`src/rtl/simple_fpga_cvs_pkg.sv`:
```
// Shared sizing helpers for the simple FPGA clock divider.
// Widths are derived from the divide ratio and the start-up hold-off length.
package simple_fpga_cvs_pkg;
   timeunit 1ps;
   timeprecision 10fs;

   function automatic int cnt_width(input int divide);
      int w;
      w = $clog2(divide);
      return (w < 1) ? 1 : w;
   endfunction

   function automatic int hold_width(input int start_delay);
      int w;
      w = $clog2(start_delay + 1);
      return (w < 1) ? 1 : w;
   endfunction

   function automatic bit is_odd(input int d);
      return (d % 2) == 1;
   endfunction

   // Rising-edge high count: D/2 for even D, (D-1)/2 for odd D.
   function automatic int high_cnt(input int d);
      return d / 2;
   endfunction
endpackage

```
`src/rtl/clk_div_core.sv`:
```
// Integer clock divider with 50% duty cycle for both even and odd ratios.
// Odd ratios stretch the high phase by half a period with a falling-edge flop.
module clk_div_core
   import simple_fpga_cvs_pkg::*;
#(
   parameter int DIVIDE = 4
) (
   input  logic clock,
   input  logic reset,
   input  logic run,
   output logic clock_out
);
   timeunit 1ps;
   timeprecision 10fs;

   localparam int             CW   = cnt_width(DIVIDE);
   localparam logic [CW-1:0]  LAST = CW'(DIVIDE - 1);
   localparam logic [CW-1:0]  HIGH = CW'(high_cnt(DIVIDE));

   logic [CW-1:0] cnt;
   logic          q_pos;

   if (DIVIDE < 2) begin : g_bad_divide
      $error("clk_div_core: DIVIDE must be >= 2");
   end

   // NOTE: non-blocking assignments so q_pos samples the pre-edge count value.
   always_ff @(posedge clock or posedge reset) begin
      if (reset) begin
         cnt   <= '0;
         q_pos <= 1'b0;
      end else if (run) begin
         q_pos <= (cnt < HIGH);
         cnt   <= (cnt == LAST) ? '0 : cnt + CW'(1);
      end
   end

   if (is_odd(DIVIDE)) begin : g_odd
      logic q_neg;

      // NOTE: q_neg changes only on falling edges and q_pos only on rising
      // edges, so the OR below can never glitch.
      always_ff @(negedge clock or posedge reset) begin
         if (reset) q_neg <= 1'b0;
         else       q_neg <= q_pos;
      end

      assign clock_out = q_pos | q_neg;
   end else begin : g_even
      assign clock_out = q_pos;
   end
endmodule

```
`src/rtl/simple_fpga_cvs.sv`:
```
// Top-level clock generation: holds clock_out low for START_DELAY rising
// edges after reset, then runs the divider.
module simple_fpga_cvs
   import simple_fpga_cvs_pkg::*;
#(
   parameter int DIVIDE      = 4,
   parameter int START_DELAY = 2
) (
   input  logic clock,
   input  logic reset,
   output logic clock_out
);
   timeunit 1ps;
   timeprecision 10fs;

   localparam int             HW       = hold_width(START_DELAY);
   localparam logic [HW-1:0]  HOLD_END = HW'(START_DELAY);

   logic [HW-1:0] hold_cnt;
   logic          run;

   // Saturates at START_DELAY; with START_DELAY=0 run is high from reset release.
   always_ff @(posedge clock or posedge reset) begin
      if (reset)     hold_cnt <= '0;
      else if (!run) hold_cnt <= hold_cnt + HW'(1);
   end

   assign run = (hold_cnt == HOLD_END);

   clk_div_core #(
      .DIVIDE (DIVIDE)
   ) u_core (
      .clock     (clock),
      .reset     (reset),
      .run       (run),
      .clock_out (clock_out)
   );
endmodule

```
`config.mk`:
```
export PLATFORM = sky130hd
export DESIGN_NAME = simple_fpga_cvs
export DESIGN_NICKNAME = d
export VERILOG_FILES = /design/src/rtl/simple_fpga_cvs_pkg.sv /design/src/rtl/clk_div_core.sv /design/src/rtl/simple_fpga_cvs.sv
export SDC_FILE = /design/constraint.sdc
export NUM_CORES = 1
export LEC_CHECK = 0
export ABC_AREA = 1
export ABC_CLOCK_PERIOD_IN_PS = 2900
export CAP_MARGIN = 10
export CORE_AREA = 2 2 39 41
export CTS_BUF_LIST = sky130_fd_sc_hd__clkbuf_16
export DETAILED_ROUTE_END_ITERATION = 12
export DIE_AREA = 0 0 41 43
export PLACE_DENSITY_LB_ADDON = 0.08
export RECOVER_POWER = 25
export SYNTH_ARGS = -nofsm -noshare
export SYNTH_HDL_FRONTEND = slang
export SYNTH_SLANG_ARGS = --single-unit
export TNS_END_PERCENT = 50
```
`constraint.sdc`:
```
create_clock -name clock -period 2.9 [get_ports clock]
set_input_delay 0.58 -clock clock [delete_from_list [all_inputs] [get_ports clock]]
set_output_delay 0.58 -clock clock [all_outputs]
set_load 0.005 [all_outputs]
```
Word-level counts from Yosys, hierarchy flattened
Cells that the tools add are included.
{"block": "word_totals", "regBits": 5, "in_bits": 2, "output_inout_bits": 1, "elab_cells": 9}
{"block": "classes", "addsub": 2, "eq_ne": 2, "n_lt_le_gt_ge": 1, "muxes": 1}
{"op": "$add A2 B1 Y2 const B", "count": 2}
{"op": "$eq A2 B2 Y1 const B", "count": 2}
{"op": "$lt A2 B2 Y1 const B", "count": 1}
{"op": "$mux W2", "count": 1}

Depth between registers and ports, before layout
Gate-level depths: netlist of run 1.
{"block": "depth", "ltp_word": 2, "mapped_depth": 5, "mapped_depth_nobuf": 5}

Modules after synthesis
From an unflattened synthesis of run 1, not the netlist that was laid out.
{"block": "hier_totals", "hier_cells": 27, "area_unflattened_um2": 240.2}
{"mod": "clk_div_core", "instances": 1, "area_per_inst_um2": 133.9, "cells_each": 15, "seq_area_each_um2": 75.1}
{"mod": "simple_fpga_cvs", "instances": 1, "area_per_inst_um2": 106.4, "cells_each": 12, "seq_area_each_um2": 50.0}

Worst setup path after synthesis of run 1
No wires, ideal clock.
{"block": "synth_timing", "path_type": "register -> register", "from": "register hold_cnt[0]", "to": "register u_core.q_pos (netlist: u_core.clock_out)", "slack_ps": 1938, "period_less_slack_ps": 962, "arrival_ps": 843, "stages_incl_launch_ff": 6, "setup_ps": 119, "path_buffers": 0, "t_required_ps": 2781, "path_cell_list": "dfrtp_1 -> inv_1 -> ha_1 -> inv_2 -> nand2_1 -> o21ai_2"}
{"block": "synth_via", "elab_chain_cells": 1}
{"item": "start, declared", "line": "simple_fpga_cvs.sv:19", "rtl": "logic [HW-1:0] hold_cnt;"}
{"item": "start signal, assigned", "line": "simple_fpga_cvs.sv:25", "rtl": "else if (!run) hold_cnt <= hold_cnt + HW'(1);"}
{"item": "$eq A2 B2 Y1", "line": "simple_fpga_cvs.sv:28", "rtl": "assign run = (hold_cnt == HOLD_END);"}
{"item": "end signal, assigned", "line": "clk_div_core.sv:33", "rtl": "q_pos <= (cnt < HIGH);"}
{"item": "end, declared", "line": "clk_div_core.sv:21", "rtl": "logic q_pos;"}
Every way passes these cells.
A chain may end at the register's enable or synchronous reset.

Final worst setup path of run 1
{"block": "layout_timing", "from": "register u_core.q_pos (netlist: u_core.clock_out)", "to": "output port clock_out"}
{"item": "end, declared", "line": "simple_fpga_cvs.sv:11", "rtl": "output logic clock_out"}
No word-level cell between the ends.

==> reports/qor.log, run 1 <==
[power_and_ir_drop] leak pwr 0.164 nW
[grt] met2 capacity usage during global routing 7.19%
[synth] cell area after synthesis 218 sq um
[floorplanning] initial cell density of the core 15.7%
[synth] sequential share of the synthesized area 57.5%
[sta] setup tns final 0 ns
[worst_setup_path] endpoint arrival time on the critical path 1.06 ns
[sta] final hold violation count 0
[worst_setup_path] critical path startpoint u_core.clock_out$_DFFE_PP0N_
[synth] Post-Synthesis Net Count 26
[power_and_ir_drop] power share of the sequential group 23.7%
[power_and_ir_drop] Clk network pwr share 75.4%
[cts] cts repair resizes 0
[flow_run] count of max-cap constraint violations 0
[worst_setup_path] combined buffer and inverter count along the critical path 1
[cells_and_area] fraction of layout instances using a drive strength above 1 17.9%
[drt] starting DRC count in detailed routing 2
[grt] via count of the first global-routing pass 160
[cells_and_area] leading cell type in the layout, fill and taps excluded nand2_1
[hold_path] Worst Hold Path EP hold_cnt[0]$_DFFE_PP0P_
[cts] TritonCTS clock tree done
[hold_path] Worst Hold Class reg2reg
[synth] combinational family with the most area after synthesis simple AND/OR/NAND/NOR gates
[worst_setup_path] CP max stage cell clkdlybuf4s50_1
[drt] number of nets with antenna violations after detailed routing 0
[cells_and_area] net count of the finished layout 33
[place] Post-Place Worst Slack 1.50 ns
[place] routability congestion estimate from global placement 0.550
[worst_setup_path] setup slack on the worst flop-to-flop path 1.85 ns
[worst_setup_path] Cell Chain, Critical Path clkdlybuf4s50_1
[floorplanning] Horiz. Die Dim 41 um
[floorplanning] die area 1760 sq um
[cts] sink count of the clock tree 5
[sta] f_max 611 MHz
[floorplanning] Placement Rows 14
[sta] max-slew violation count 0
[sta] worst relative slew slack 84.7%
[worst_setup_path] critical path's largest stage delay 0.50 ns
[sta] worst setup skew after layout 0.000386 ns
[outcome] status complete, no violations
[drt] drt pass-1 iters 2
[sta] slew at the pin with the worst max-slew slack 0.230 ns
[power_and_ir_drop] internal power summed over all cells 0.000250 W
[cts] number of buffers added by the clock tree synthesis step 3
[place] half-perimeter wire length of the detailed placement result 248 um
[synth] post-synthesis cell count 22
[worst_setup_path] cells on worst reg2reg path 5
[synth] count of warnings emitted by yosys 0
[cts] number of H-tree levels 1
[grt] number of antenna violations at the first check in global routing 0
[power_and_ir_drop] share of total power consumed by net switching 15.7%
[floorplanning] Std-Cell Core Area 1380 sq um
[worst_setup_path] Reg-to-Reg Start hold_cnt[0]$_DFFE_PP0P_
[cells_and_area] post-route cell area 337 sq um
[cells_and_area] final instance count without filler cells 44
[synth] Cell variety after synth 9
[sta] fin crit period 1.64 ns
[place] Port-buffer cells 2
[synth] share of cell area taken by muxes after synthesis 0%
[synth] share of synthesized cell area in full adder, half adder and majority cells 11.5%
[cts] Clk pin slew, worst setup/hold paths 0.03 ns
[cts] CTS max path bufs 2
[power_and_ir_drop] net switching power of the design 0.0000464 W
[grt] pin count of the biggest net entering global routing 7
[power_and_ir_drop] Gate power share 0.8%
[hold_path] launch point of the worst hold path hold_cnt[0]$_DFFE_PP0P_
[power_and_ir_drop] power per unit of standard cell area 880 nW/um^2
[sta] setup repair after global routing missed its margin false
[synth] number of flip-flops and latches in the synthesized netlist 5
[power_and_ir_drop] Max rail drop VDD 283 uV
[grt] GR peak layer met4
[worst_setup_path] terminus of the critical flop-to-flop path u_core.clock_out$_DFFE_PP0N_
[synth] xor and xnor fraction of the mapped netlist area 4.02%
[power_and_ir_drop] Overall Power 0.000296 W
[grt] wire length of the first global-routing pass 648 um
[hold_path] Cells on Worst Hold Path 1
[drt] Via-to-Cell Ratio 3.43
[synth] post-synthesis simple-gate area fraction 15.5%
[drt] aggregate routed wire length 346 um
[floorplanning] height of the chip 43 um
[drt] via count 151
[place] placed cell count 40
[place] Post-DP Area 258 sq um
[grt] Overflow after GRT 0
[worst_setup_path] Worst setup SP type flip-flop
[synth] area fraction in compound gates after synthesis 6.32%
[grt] aggregate global-route resource usage 6.87%
[worst_setup_path] data required time of the worst path 2.32 ns
[cells_and_area] Area growth syn-to-layout 54.6%
[grt] met3 usage in global routing 6.28%
[worst_setup_path] CP max FO 2
[cts] hold buffers post-CTS 0
[cts] post-CTS setup buffer count 0
[drt] WL per Instance 7.86 um
[worst_setup_path] top cell family by delay on the critical path buffers and inverters
[sta] fin worst setup slack 1.26 ns
[synth] mean area per synthesized cell 9.90 sq um
[floorplanning] num ports 3
[sta] portion of the clock cycle consumed by the worst path in the final layout 56.4%
[cells_and_area] commonest non-fill, non-tap cells in the layout nand2_1 (8), dfrtp_1 (5), inv_1 (3), clkbuf_16 (3), ha_1 (2)
[grt] routing usage on met1 5.90%
[cts] Clock Root Buffer clkbuf_16
[worst_setup_path] kind of capture point of the worst setup path output pin
[cells_and_area] Inserted Diodes 0
[drt] DRC violations left 0
[sta] number of failing setup endpoints in the final timing report 0
[worst_setup_path] critical path class reg2out
[cts] Clock Latency Late Sink 0.23 ns
-- Yosys cell counts --
master	n	area, sq um
nor2_1	1	3.75
nand2_1	8	30.0
o21ai_0	1	5.00
inv_1	2	7.51
inv_2	1	3.75
o21ai_2	1	8.76
xnor2_1	1	8.76
dfrtp_1	5	125
ha_1	2	25.0
-- kinds of logic (layout without fill, tap and decap cells) --
group / after synthesis / after routing
compound gates: 2 / 2
flops: 5 / 5
simple gates: 9 / 9
buf+inv: 3 / 9
fa+ha+maj: 2 / 2
xor+xnor: 1 / 1
-- metal layers --
layer	vias up	part of all wire [%]
met4	0	6.6
met3	3	9.2
met2	6	37
met5	-	0
met1	64	46
li1	78	-
-- through the flow --
step / hold WS [ns] / utilization (%)
final: 0.463 / 24.3
after global routing: 0.486 / 24.3
after CTS: 0.465 / 24.3
after detailed placement: 0.457 / 18.6
after global placement: 0.461 / 18.6
after floorplan: 0.359 / -
-- registers in the layout (all words and copies together), names as in the netlist --
name,cells
hold_cnt,2
u_core.clock_out,1
u_core.cnt,2
-- layout make-up --
cell class	count	area (sq um)
clock inverters	1	3.75
well taps	16	20.0
fillers	149	1050
inverters	3	11.3
repair buffers	2	20.0
multi-input cells	14	81.3
clock buffers	3	75.1
flip-flops and latches	5	125
-- worst max path at each step --
stage                                         to  slack (ns)  cells past startpoint
CTS                                    clock_out        1.25                      1
global route                           clock_out        1.23                      1
finish                                 clock_out        1.26                      1
detailed placement                     clock_out        1.50                      1
floorplan           u_core.clock_out$_DFFE_PP0N_        1.94                      5
global placement                       clock_out        1.50                      1
-- power by group through the flow --
stage                logic (W)  clock network [W]  registers [W]
global route        0.00000283           0.000237      0.0000702
floorplan           0.00000113                  0      0.0000710
detailed placement  0.00000292                  0      0.0000710
CTS                 0.00000295           0.000227      0.0000702
global placement    0.00000287                  0      0.0000710
finish              0.00000248           0.000223      0.0000702
Note: power is estimated with default switching activity, not from simulation.
==> inputs of run 2 (changes only) <==
--- a/config.mk
+++ b/config.mk
@@ -6,7 +6,7 @@
 export NUM_CORES = 1
 export LEC_CHECK = 0
 export ABC_AREA = 1
-export ABC_CLOCK_PERIOD_IN_PS = 2900
+export ABC_CLOCK_PERIOD_IN_PS = 1400
 export CAP_MARGIN = 10
 export CORE_AREA = 2 2 39 41
 export CTS_BUF_LIST = sky130_fd_sc_hd__clkbuf_16
==> constraint.sdc (replaced) <==
create_clock -name clock -period 1.4 [get_ports clock]
set_input_delay 0.28 -clock clock [delete_from_list [all_inputs] [get_ports clock]]
set_output_delay 0.28 -clock clock [all_outputs]
set_load 0.005 [all_outputs]
==> results of run 2 <==
Same layout as run 1 (identical final DEF). Status: complete, no violations.
Main changes from that run: setup slack after placement 1.50 ns -> 0.300 ns; setup slack after layout 1.26 ns -> 0.0633 ns; hold slack 0.463 ns -> 0.393 ns; register-to-register setup slack 1.85 ns -> 0.35 ns; total power 0.000296 W -> 0.000613 W; worst IR drop on VDD 283 uV -> 587 uV
==> inputs of run 3 (changes only) <==
--- a/config.mk
+++ b/config.mk
@@ -14,6 +14,7 @@
 export DIE_AREA = 0 0 41 43
 export PLACE_DENSITY_LB_ADDON = 0.08
 export RECOVER_POWER = 25
+export REMOVE_ABC_BUFFERS = 1
 export SYNTH_ARGS = -nofsm -noshare
 export SYNTH_HDL_FRONTEND = slang
 export SYNTH_SLANG_ARGS = --single-unit
==> results of run 3 <==
Same layout as run 1 (identical final DEF). Status: complete, no violations.
Main changes from that run: setup slack after placement 1.50 ns -> 0.300 ns; setup slack after layout 1.26 ns -> 0.0633 ns; hold slack 0.463 ns -> 0.393 ns; register-to-register setup slack 1.85 ns -> 0.35 ns; total power 0.000296 W -> 0.000613 W; worst IR drop on VDD 283 uV -> 587 uV
